[src/rtl/stopwatch_pkg.sv]
// Shared types and limits for the MM:SS stopwatch.
// Digit maxima plus default clock and speed-up constants.
package stopwatch_pkg;

  typedef logic [3:0] bcd_t;

  localparam int SEC_UNITS_MAX = 9;
  localparam int SEC_TENS_MAX  = 5;
  localparam int MIN_UNITS_MAX = 9;
  localparam int MIN_TENS_MAX  = 5;

  localparam int DEF_CLK_FREQ_HZ    = 100_000_000;
  localparam int DEF_SPEEDUP_FACTOR = 4;

endpackage

[src/rtl/stopwatch_core_bcd_digit_counter.sv]
// One BCD digit that wraps at MAX.
// carry flags the increment that wraps it back to zero.
module bcd_digit_counter
  import stopwatch_pkg::*;
#(
  parameter int MAX = 9
) (
  input  logic clk,
  input  logic reset,
  input  logic inc,
  output bcd_t value,
  output logic carry
);

  localparam bcd_t MAX_V = bcd_t'(MAX);

  assign carry = inc && (value == MAX_V);

  // advance on inc, wrap to zero after MAX
  always_ff @(posedge clk) begin
    if (reset) begin
      value <= '0;
    end else if (inc) begin
      if (value == MAX_V) begin
        value <= '0;
      end else begin
        value <= value + bcd_t'(1);
      end
    end
  end

endmodule

[src/rtl/stopwatch_core.sv]
// MM:SS stopwatch: clock divider to a one-cycle tick, four BCD digits.
// Define STOPWATCH_PAUSE_EN to add the pause input.
module stopwatch_core
  import stopwatch_pkg::*;
#(
  parameter int CLK_FREQ_HZ    = DEF_CLK_FREQ_HZ,
  parameter int SPEEDUP_FACTOR = DEF_SPEEDUP_FACTOR
) (
  input  logic       clk,
  input  logic       reset,
  input  logic       speed_up,
`ifdef STOPWATCH_PAUSE_EN
  input  logic       pause,
`endif
  output logic [3:0] digit0,
  output logic [3:0] digit1,
  output logic [3:0] digit2,
  output logic [3:0] digit3
);

  localparam int DW = $clog2(CLK_FREQ_HZ);
  localparam int FAST_HZ = CLK_FREQ_HZ / SPEEDUP_FACTOR;

  localparam logic [DW-1:0] TERM_SLOW =
    DW'(CLK_FREQ_HZ - 1);
  localparam logic [DW-1:0] TERM_FAST =
    DW'(FAST_HZ - 1);

  logic [DW-1:0] clk_div;
  logic          tick;
  logic          run;
  logic [DW-1:0] term_m1;
  logic          adv;
  logic          c0, c1, c2, c3;
  bcd_t          v0, v1, v2, v3;

`ifdef STOPWATCH_PAUSE_EN
  assign run = !pause;
`else
  assign run = 1'b1;
`endif

  assign term_m1 = speed_up ? TERM_FAST : TERM_SLOW;
  assign adv     = tick && run;

  // divider: >= lets a lowered terminal recover at once
  always_ff @(posedge clk) begin
    if (reset) begin
      clk_div <= '0;
      tick    <= 1'b0;
    end else if (!run) begin
      tick    <= 1'b0;
    end else if (clk_div >= term_m1) begin
      clk_div <= '0;
      tick    <= 1'b1;
    end else begin
      clk_div <= clk_div + DW'(1);
      tick    <= 1'b0;
    end
  end

  bcd_digit_counter #(.MAX(SEC_UNITS_MAX)) u_sec_units (
    .clk   (clk),
    .reset (reset),
    .inc   (adv),
    .value (v0),
    .carry (c0)
  );

  bcd_digit_counter #(.MAX(SEC_TENS_MAX)) u_sec_tens (
    .clk   (clk),
    .reset (reset),
    .inc   (c0),
    .value (v1),
    .carry (c1)
  );

  bcd_digit_counter #(.MAX(MIN_UNITS_MAX)) u_min_units (
    .clk   (clk),
    .reset (reset),
    .inc   (c1),
    .value (v2),
    .carry (c2)
  );

  bcd_digit_counter #(.MAX(MIN_TENS_MAX)) u_min_tens (
    .clk   (clk),
    .reset (reset),
    .inc   (c2),
    .value (v3),
    .carry (c3)
  );

  assign digit0 = v0;
  assign digit1 = v1;
  assign digit2 = v2;
  assign digit3 = v3;

endmodule

[config.mk]
export PLATFORM = sky130hd
export DESIGN_NAME = stopwatch_core
export DESIGN_NICKNAME = d
export VERILOG_FILES = /design/src/rtl/stopwatch_pkg.sv /design/src/rtl/stopwatch_core_bcd_digit_counter.sv /design/src/rtl/stopwatch_core.sv
export SDC_FILE = /design/constraint.sdc
export NUM_CORES = 1
export LEC_CHECK = 0
export BUFFER_PORTS_ARGS = -buffer_cell sky130_fd_sc_hd__buf_2
export CORE_ASPECT_RATIO = 1.2
export CORE_MARGIN = 2
export CORE_UTILIZATION = 55
export CTS_BUF_LIST = sky130_fd_sc_hd__clkbuf_8
export DETAILED_ROUTE_END_ITERATION = 10
export GPL_TIMING_DRIVEN = 1
export MAX_ROUTING_LAYER = met4
export PLACE_DENSITY = 0.8
export SYNTH_ARGS = -nofsm -noshare
export SYNTH_HDL_FRONTEND = slang
export SYNTH_SLANG_ARGS = --single-unit
[constraint.sdc]
create_clock -name clk -period 4.4 [get_ports clk]
set_clock_uncertainty 0.2 [all_clocks]
set_input_delay 1.32 -clock clk [delete_from_list [all_inputs] [get_ports clk]]
set_output_delay 1.32 -clock clk [all_outputs]
set_load 0.05 [all_outputs]
==> results.md, run 1 <==
* DR DRC count at 0
* Crit-path cells: buf_2, inv_1, ha_1, a31oi_1, o22ai_1, o31ai_1, nand3b_2, nor2_1
* NetSw at 151.8 uW
* DIE HEIGHT at 73.63 um
* Type of origin of the critical path: input pin
* Clock slew at reported path FFs at 80 ps
* Row cnt at 25
* Routability congestion estimate at 0.8858
* Synth warn at 0
* Die area at 4567 um^2
* Initial Utilization at 56.83%
* Grt total ovfl at 0
* Slowest cell on crit path: nand3b_2
* CTS Sinks at 44
* Initial detailed-routing violation count at 92
* Syn avg cell area at 8.996 um^2
* Final worst-path cycle share at 73.19%
* Post-DRT Antenna Nets at 0
* Internal power at 571.8 uW
* Final wirelength at 4037 um
* Worst-Margin Slew at 565.4 ps
* Sequential share of power at 55.7%
* CP arrival at 3230 ps
* I/O Pins at 19
* Combinational Power Share at 2.5%
* Core area at 3910 um^2
* Count leader, synth: nor2_1
* Number of synthesized flops with an enable pin at 0
* NumNets Final at 278
* Share of cells above drive strength 1 at 16.85%
* Vias in the first global route at 1642
* Required time worst endpoint at 4410 ps
* H-tree depth at 2
* Leakage power at 0.9246 nW
* I/O Buffers at 18
* Kind of critical path: in2reg
* Final TNS setup at 0 ps
* Fmax at 0.3105 GHz
* Multi-input gate area at 1270 um^2
* Rel. slew slack at 62.10%
* # diodes at 0
* Worst-skew pair later-pin latency at 300 ps
* Clk buf depth at 2
* Fin Hold WS at 267.8 ps
* CTS tree: done
* Reg2reg path depth at 6
* Status: completed
* Hold depth at 1
* CTS Hold Buffers Added at 0
* Ys flop type: dfxtp_1
* RSZ-0062 raised after global routing: no
* Seq/Total Area, Yosys at 39.64%
* Post-synth net total at 259
* Clock power frac at 41.8%
* Max_cap viols at 0
* Routed WL per cell at 12.58 um
* R2R Setup Slk at 2070 ps
* Ys async rst share at 0%
* CP Capture Type: flop
* Fillers at 350
* Vias at 1752
* Switching part of the total at 20.98%
* Synth unique cells at 44
* Area Overhead vs Synth at 10.42%
* Largest net degree at the start of global routing at 28
* Ranking of synthesized cells by area: dfxtp_1 40%, xnor2_1 7.9%, nor2_1 7.6%
* First-pass GRT wire length at 6858 um
* Antenna violations before repair at 0
* Post-route minimum period at 3220 ps
* Postcts setup bufs at 0
* Flops & latches, synth at 44
* Crit-path max FO at 27
* CTS buffer count at 5
* Root Buffer: clkbuf_8
* Hold WC Path Type: reg2reg
* Mapped Cells at 247
* Area leader, netlist: dfxtp_1
* Top-area cell type share of the netlist area at 39.64%
* CP max stage delay at 500 ps
* Final setup violation count at 0
* Max IR drop VDD at 283.4 uV
* Post-Syn Area at 2222 um^2
* Resized Gates After CTS at 0
* Commonest cells in the netlist: 45 x nor2_1, 44 x dfxtp_1, 20 x xnor2_1
* Post-DR vias/cell at 5.458
* Post-DP HPWL at 2839 um
* DR pass1 iterations at 4
* Final Max Tran Viols at 0
* Total GRT Usage at 20.74%
* Width of the die at 62.03 um
* PD cells at 294.9 nW/um^2
* Endpoints failing hold at 0
* Register area at 880.8 um^2
[metal layers]
layer	vias up	GRT usage (%)	part of all wire [%]
met2	26	34.38	50
met5	-	-	0
li1	891	-	-
met4	0	9.929	2.1
met1	828	22.34	44
met3	7	5.458	3.4
[critical path: cells and delay by family]
kind,cells,cell delay (ps)
buffers and inverters,2,250
AOI/OAI and AO/OA,3,560
adders and majority gates,1,310
and+or+nand+nor,2,760
[power by group through the flow]
stage / Sequential, mW / Clock (mW) / Combinational [mW]
2_1_floorplan: 0.412 / 0 / 0.0146
3_3_place_gp: 0.412 / 0 / 0.0181
3_5_place_dp: 0.412 / 0 / 0.0186
4_1_cts: 0.403 / 0.309 / 0.0187
5_1_grt: 0.403 / 0.323 / 0.0208
6_report: 0.403 / 0.303 / 0.0183
[cells in the final DEF (no fill, tap or decap), types with 6 or more instances in the layout]
cell type  count
nand3_1       10
xnor2_1       20
inv_1         11
nor3_2         6
nor2_1        45
a21oi_1        9
nand2_1       17
buf_2         18
xor2_1        12
dfxtp_1       44
ha_1           9
[final cells by class]
| cell class | instances | area share (%) |
|---|---|---|
| clock buffer | 5 | 2.805 |
| clock inverter | 3 | 1.581 |
| inverter | 10 | 1.530 |
| multi-input combinational | 187 | 51.76 |
| sequential | 44 | 35.90 |
| tap | 54 | 2.754 |
| timing repair buffer | 18 | 3.672 |
[logic make-up (layout without fill, tap and decap cells)]
| kind of cell | count (synthesis) | after routing | share of synthesized area, % |
|---|---|---|---|
| compound gates | 25 | 25 | 7.264 |
| xor+xnor | 32 | 32 | 12.61 |
| mux | 2 | 2 | 0.9009 |
| flops | 44 | 44 | 39.64 |
| simple gates | 119 | 119 | 31.31 |
| fa+ha+maj | 9 | 9 | 5.068 |
| buf+inv | 16 | 36 | 3.209 |
[sequential cells by signal, summed over array words and instances (netlist names)]
name               flops
clk_div               27
u_min_tens.value       4
u_min_units.value      4
u_sec_tens.value       4
u_sec_units.value      4
adv                    1
[worst paths after layout]
path	start	endpoint
setup / recovery	speed_up	clk_div[15]
hold / removal	clk_div[0]	clk_div[0]
hold reg to reg	clk_div[0]	clk_div[0]
setup reg to reg	clk_div[11]	clk_div[15]
[per-stage QoR]
step           power, mW  instance area, um^2  utilization, %  setup WS, ps  cells
2_1_floorplan     0.4263                 2222               -          1448    247
3_3_place_gp      0.4302                 2346           60.00         944.9    313
3_5_place_dp      0.4310                 2346           60.00         867.9    313
4_1_cts           0.7303                 2454           62.75          1165    321
5_1_grt           0.7469                 2454           62.75          1020    321
6_report          0.7236                 2454           62.75          1180    321
Power figures use the tool's default switching activity.
==> run 2: changes to the inputs <==
--- a/config.mk
+++ b/config.mk
@@ -5,6 +5,7 @@
 export SDC_FILE = /design/constraint.sdc
 export NUM_CORES = 1
 export LEC_CHECK = 0
+export ABC_AREA = 1
 export BUFFER_PORTS_ARGS = -buffer_cell sky130_fd_sc_hd__buf_2
 export CORE_ASPECT_RATIO = 1.2
 export CORE_MARGIN = 2
==> constraint.sdc (replaced) <==
create_clock -name clk -period 3.12 [get_ports clk]
set_clock_uncertainty 0.2 [all_clocks]
set_input_delay 0.936 -clock clk [delete_from_list [all_inputs] [get_ports clk]]
set_output_delay 0.936 -clock clk [all_outputs]
set_load 0.05 [all_outputs]
==> results.md, run 2 <==
* Fmax at 0.3916 GHz
* CP Capture Type: flop
* Core area at 4527 um^2 (+16%)
* Row cnt at 27 (+8.0%)
* PD cells at 370.2 nW/um^2 (+26%)
* Grt total ovfl at 0 (unchanged)
* Routed WL per cell at 11.89 um (-5.4%)
* DR pass1 iterations at 4 (unchanged)
* Post-route minimum period at 2554 ps
* Vias in the first global route at 2071 (+26%)
* Initial Utilization at 56.52% (-0.31 points)
* Ranking of synthesized cells by area: dfxtp_1 34%, nand2_1 12%, nor2_1 7.9%
* Leakage power at 1.125 nW (+22%)
* Antenna violations before repair at 0 (unchanged)
* Width of the die at 66.27 um (+6.8%)
* Count leader, synth: nand2_1
* Crit path buffers/inverters at 2 (unchanged)
* Post-synth net total at 376 (+45%)
* # diodes at 0 (unchanged)
* Postcts setup bufs at 0 (unchanged)
* Seq/Total Area, Yosys at 34.43% (-5.2 points)
* Crit-path cells: buf_2, inv_1, ha_1, a21oi_1, nor2_1, a21oi_1, nand2_1, nand2_2, nand3_4, nor2_1
* Crit-path max FO at 27 (unchanged)
* NumNets Final at 397 (+43%)
* Final worst-path cycle share at 81.85%
* Commonest non-fill, non-tap cell in the layout: nand2_1
* Commonest cells after routing, fill and taps aside: 83 x nand2_1, 54 x nor2_1, 50 x inv_1
* H-tree depth at 2 (unchanged)
* Final TNS setup at 0 ps (unchanged)
* Hold WC Path Type: reg2reg
* Internal power at 809.9 uW (+42%)
* Clk buf depth at 2 (unchanged)
* NetSw at 222.9 uW (+47%)
* Type of origin of the critical path: input pin
* Switching part of the total at 21.58% (+0.60 points)
* Placed instance area at 2683 um^2 (+14%)
* Number of synthesized flops with an enable pin at 0 (unchanged)
* Clock power frac at 41.6% (-0.2 points)
* Fillers at 432 (+23%)
* Ys async rst share at 0% (unchanged)
* DR DRC count at 0 (unchanged)
* DIE HEIGHT at 78.72 um (+6.9%)
* Sequential share of power at 54.9% (-0.8 points)
* Worst-Margin Slew at 456.6 ps (-108.8 ps)
* Synth warn at 0 (unchanged)
* Commonest cells in the netlist: 83 x nand2_1, 54 x nor2_1, 49 x inv_1
* Final Instance Count excl. Fillers at 444 (+38%)
* Pre-CTS WS at 249.4 ps (-618.5 ps)
* Ys flop type: dfxtp_1
* CTS Hold Buffers Added at 0 (unchanged)
* Clock slew at reported path FFs at 80 ps (about the same)
* CP arrival at 2570 ps (-660 ps)
* Reg-to-Reg End: clk_div[21]
* Final setup violation count at 0 (unchanged)
* Fin Hold WS at 258.4 ps (-9.441 ps)
* CTS tree: done
* Mapped Cells at 364 (+47%)
* Routability congestion estimate at 1.030 (+16%)
* Area leader, netlist: dfxtp_1
* Resized Gates After CTS at 0 (unchanged)
* Area Overhead vs Synth at 9.047%
* Largest net degree at the start of global routing at 28 (unchanged)
* Vias at 2262 (+29%)
* Post-DRT Antenna Nets at 0 (unchanged)
* Most flops, register: clk_div
* Worst Setup SP: speed_up
* Final Max Tran Viols at 0 (unchanged)
* Final setup margin at 566.3 ps (-613.6 ps)
* Delay-heaviest family, CP: simple AND/OR/NAND/NOR gates
* Flip-flop count of the largest register after layout at 27 (unchanged)
* Max_cap viols at 0 (unchanged)
* Rel. slew slack at 69.56% (+7.5 points)
* Worst-skew pair later-pin latency at 300 ps (about the same)
* Final wirelength at 5281 um (+31%)
* R2R Setup Slk at 1030 ps (-1040 ps)
* I/O Pins at 19 (unchanged)
* Share of cells above drive strength 1 at 17.10% (+0.24 points)
* Placed cell count at 436 (+39%)
* Max IR drop VDD at 216.0 uV (-24%)
* Min-Delay Startpoint: clk_div[0]
* Total GRT Usage at 22.06% (+1.3 points)
* Root Buffer: clkbuf_8
* Worst R2R Start: clk_div[7]
* Reg2reg path depth at 10 (+4)
* Synth unique cells at 28 (-36%)
* Post-DP HPWL at 4022 um (+42%)
* Status: completed
* Worst Setup EP: clk_div[21]
* Slowest cell on crit path: nand3_4
* Kind of critical path: in2reg
* Finished Cell Area at 2790 um^2 (+14%)
* Top-area cell type share of the netlist area at 34.43% (-5.2 points)
* CP max stage delay at 340 ps (-160 ps)
* Endpoints failing hold at 0 (unchanged)
* Initial detailed-routing violation count at 100 (+8.7%)
* I/O Buffers at 18 (unchanged)
* CTS Sinks at 44 (unchanged)
* WP depth at 10 (+2)
* Combinational Power Share at 3.4% (+0.9 points)
* Post-Syn Area at 2559 um^2 (+15%)
* RSZ-0062 raised after global routing: no
* Required time worst endpoint at 3140 ps (-1270 ps)
* Die area at 5216 um^2 (+14%)
* Syn avg cell area at 7.029 um^2 (-22%)
* First-pass GRT wire length at 8763 um (+28%)
* Post-DR vias/cell at 5.095 (-6.7%)
* CTS buffer count at 5 (unchanged)
* Flops & latches, synth at 44 (unchanged)
-- run 2: changes by cell type in the layout (fill, tap and decap cells not counted), moves of 5 or more --
cell and change:
inv_1 +39, nand2_1 +66, xnor2_1 -12, nor3_2 -6, nand3_1 +6, nor2_2 +19, nor2_1 +9, nand4_1 +9
nand3b_1 +5, nor2_4 +6
-- run 2: per-layer routing --
layer | vias up | part of all wire [%] | routed length, um | global-route usage [%]
met1 | 1026 | 43 | 2249 | 24.17
met5 | - | 0 | 0 | -
met4 | 0 | 2.3 | 121 | 7.551
met2 | 49 | 52 | 2725 | 39.60
li1 | 1176 | - | - | -
met3 | 11 | 3.5 | 185 | 3.966
-- run 2: metrics by stage --
| stage | power (mW) | utilization (%) |
|---|---|---|
| 2_1_floorplan | 0.6116 | - |
| 5_1_grt | 1.070 | 61.64 |
| 6_report | 1.033 | 61.64 |
| 3_3_place_gp | 0.6157 | 59.26 |
| 3_5_place_dp | 0.6165 | 59.26 |
| 4_1_cts | 1.038 | 61.64 |
-- run 2: logic make-up (layout without fill, tap and decap cells) --
family / after synthesis / after routing / share of synthesized area (%)
fa+ha+maj: 9 / 9 / 4.401
buf+inv: 58 / 80 / 9.437
compound gates: 19 / 19 / 3.863
flops: 44 / 44 / 34.43
simple gates: 212 / 212 / 40.34
xor+xnor: 22 / 22 / 7.531
-- run 2: worst reg2reg max path, delay by kind of cell, from the launching register on --
kind                     cells  cell delay [ps]
AND/OR/NAND/NOR              9             1030
flip-flops                   1              470
adder cells (fa/ha/maj)      1              310
-- run 2: worst min path at each step --
stage	slack, ps	endpoint	cells past startpoint
3_5_place_dp	250	clk_div[0]	1
4_1_cts	260	clk_div[0]	1
5_1_grt	300	u_sec_units.value[0]	2
6_report	260	clk_div[0]	1
2_1_floorplan	230	clk_div[0]	1
3_3_place_gp	240	clk_div[0]	1
-- run 2: power by group through the flow --
stage / logic, mW / clock network, mW / registers (mW)
6_report: 0.0356 / 0.430 / 0.567
5_1_grt: 0.0406 / 0.461 / 0.568
4_1_cts: 0.0363 / 0.434 / 0.567
3_5_place_dp: 0.0359 / 0 / 0.581
3_3_place_gp: 0.0353 / 0 / 0.580
2_1_floorplan: 0.0315 / 0 / 0.580
-- run 2: layout make-up --
cell class | count | area [um^2] | share of cell area, %
clock buffer | 5 | 68.82 | 2.466
clock inverter | 3 | 38.79 | 1.390
inverter | 54 | 202.7 | 7.265
multi-input combinational | 262 | 1436 | 51.48
sequential | 44 | 880.8 | 31.57
tap | 58 | 72.57 | 2.601
timing repair buffer | 18 | 90.09 | 3.229
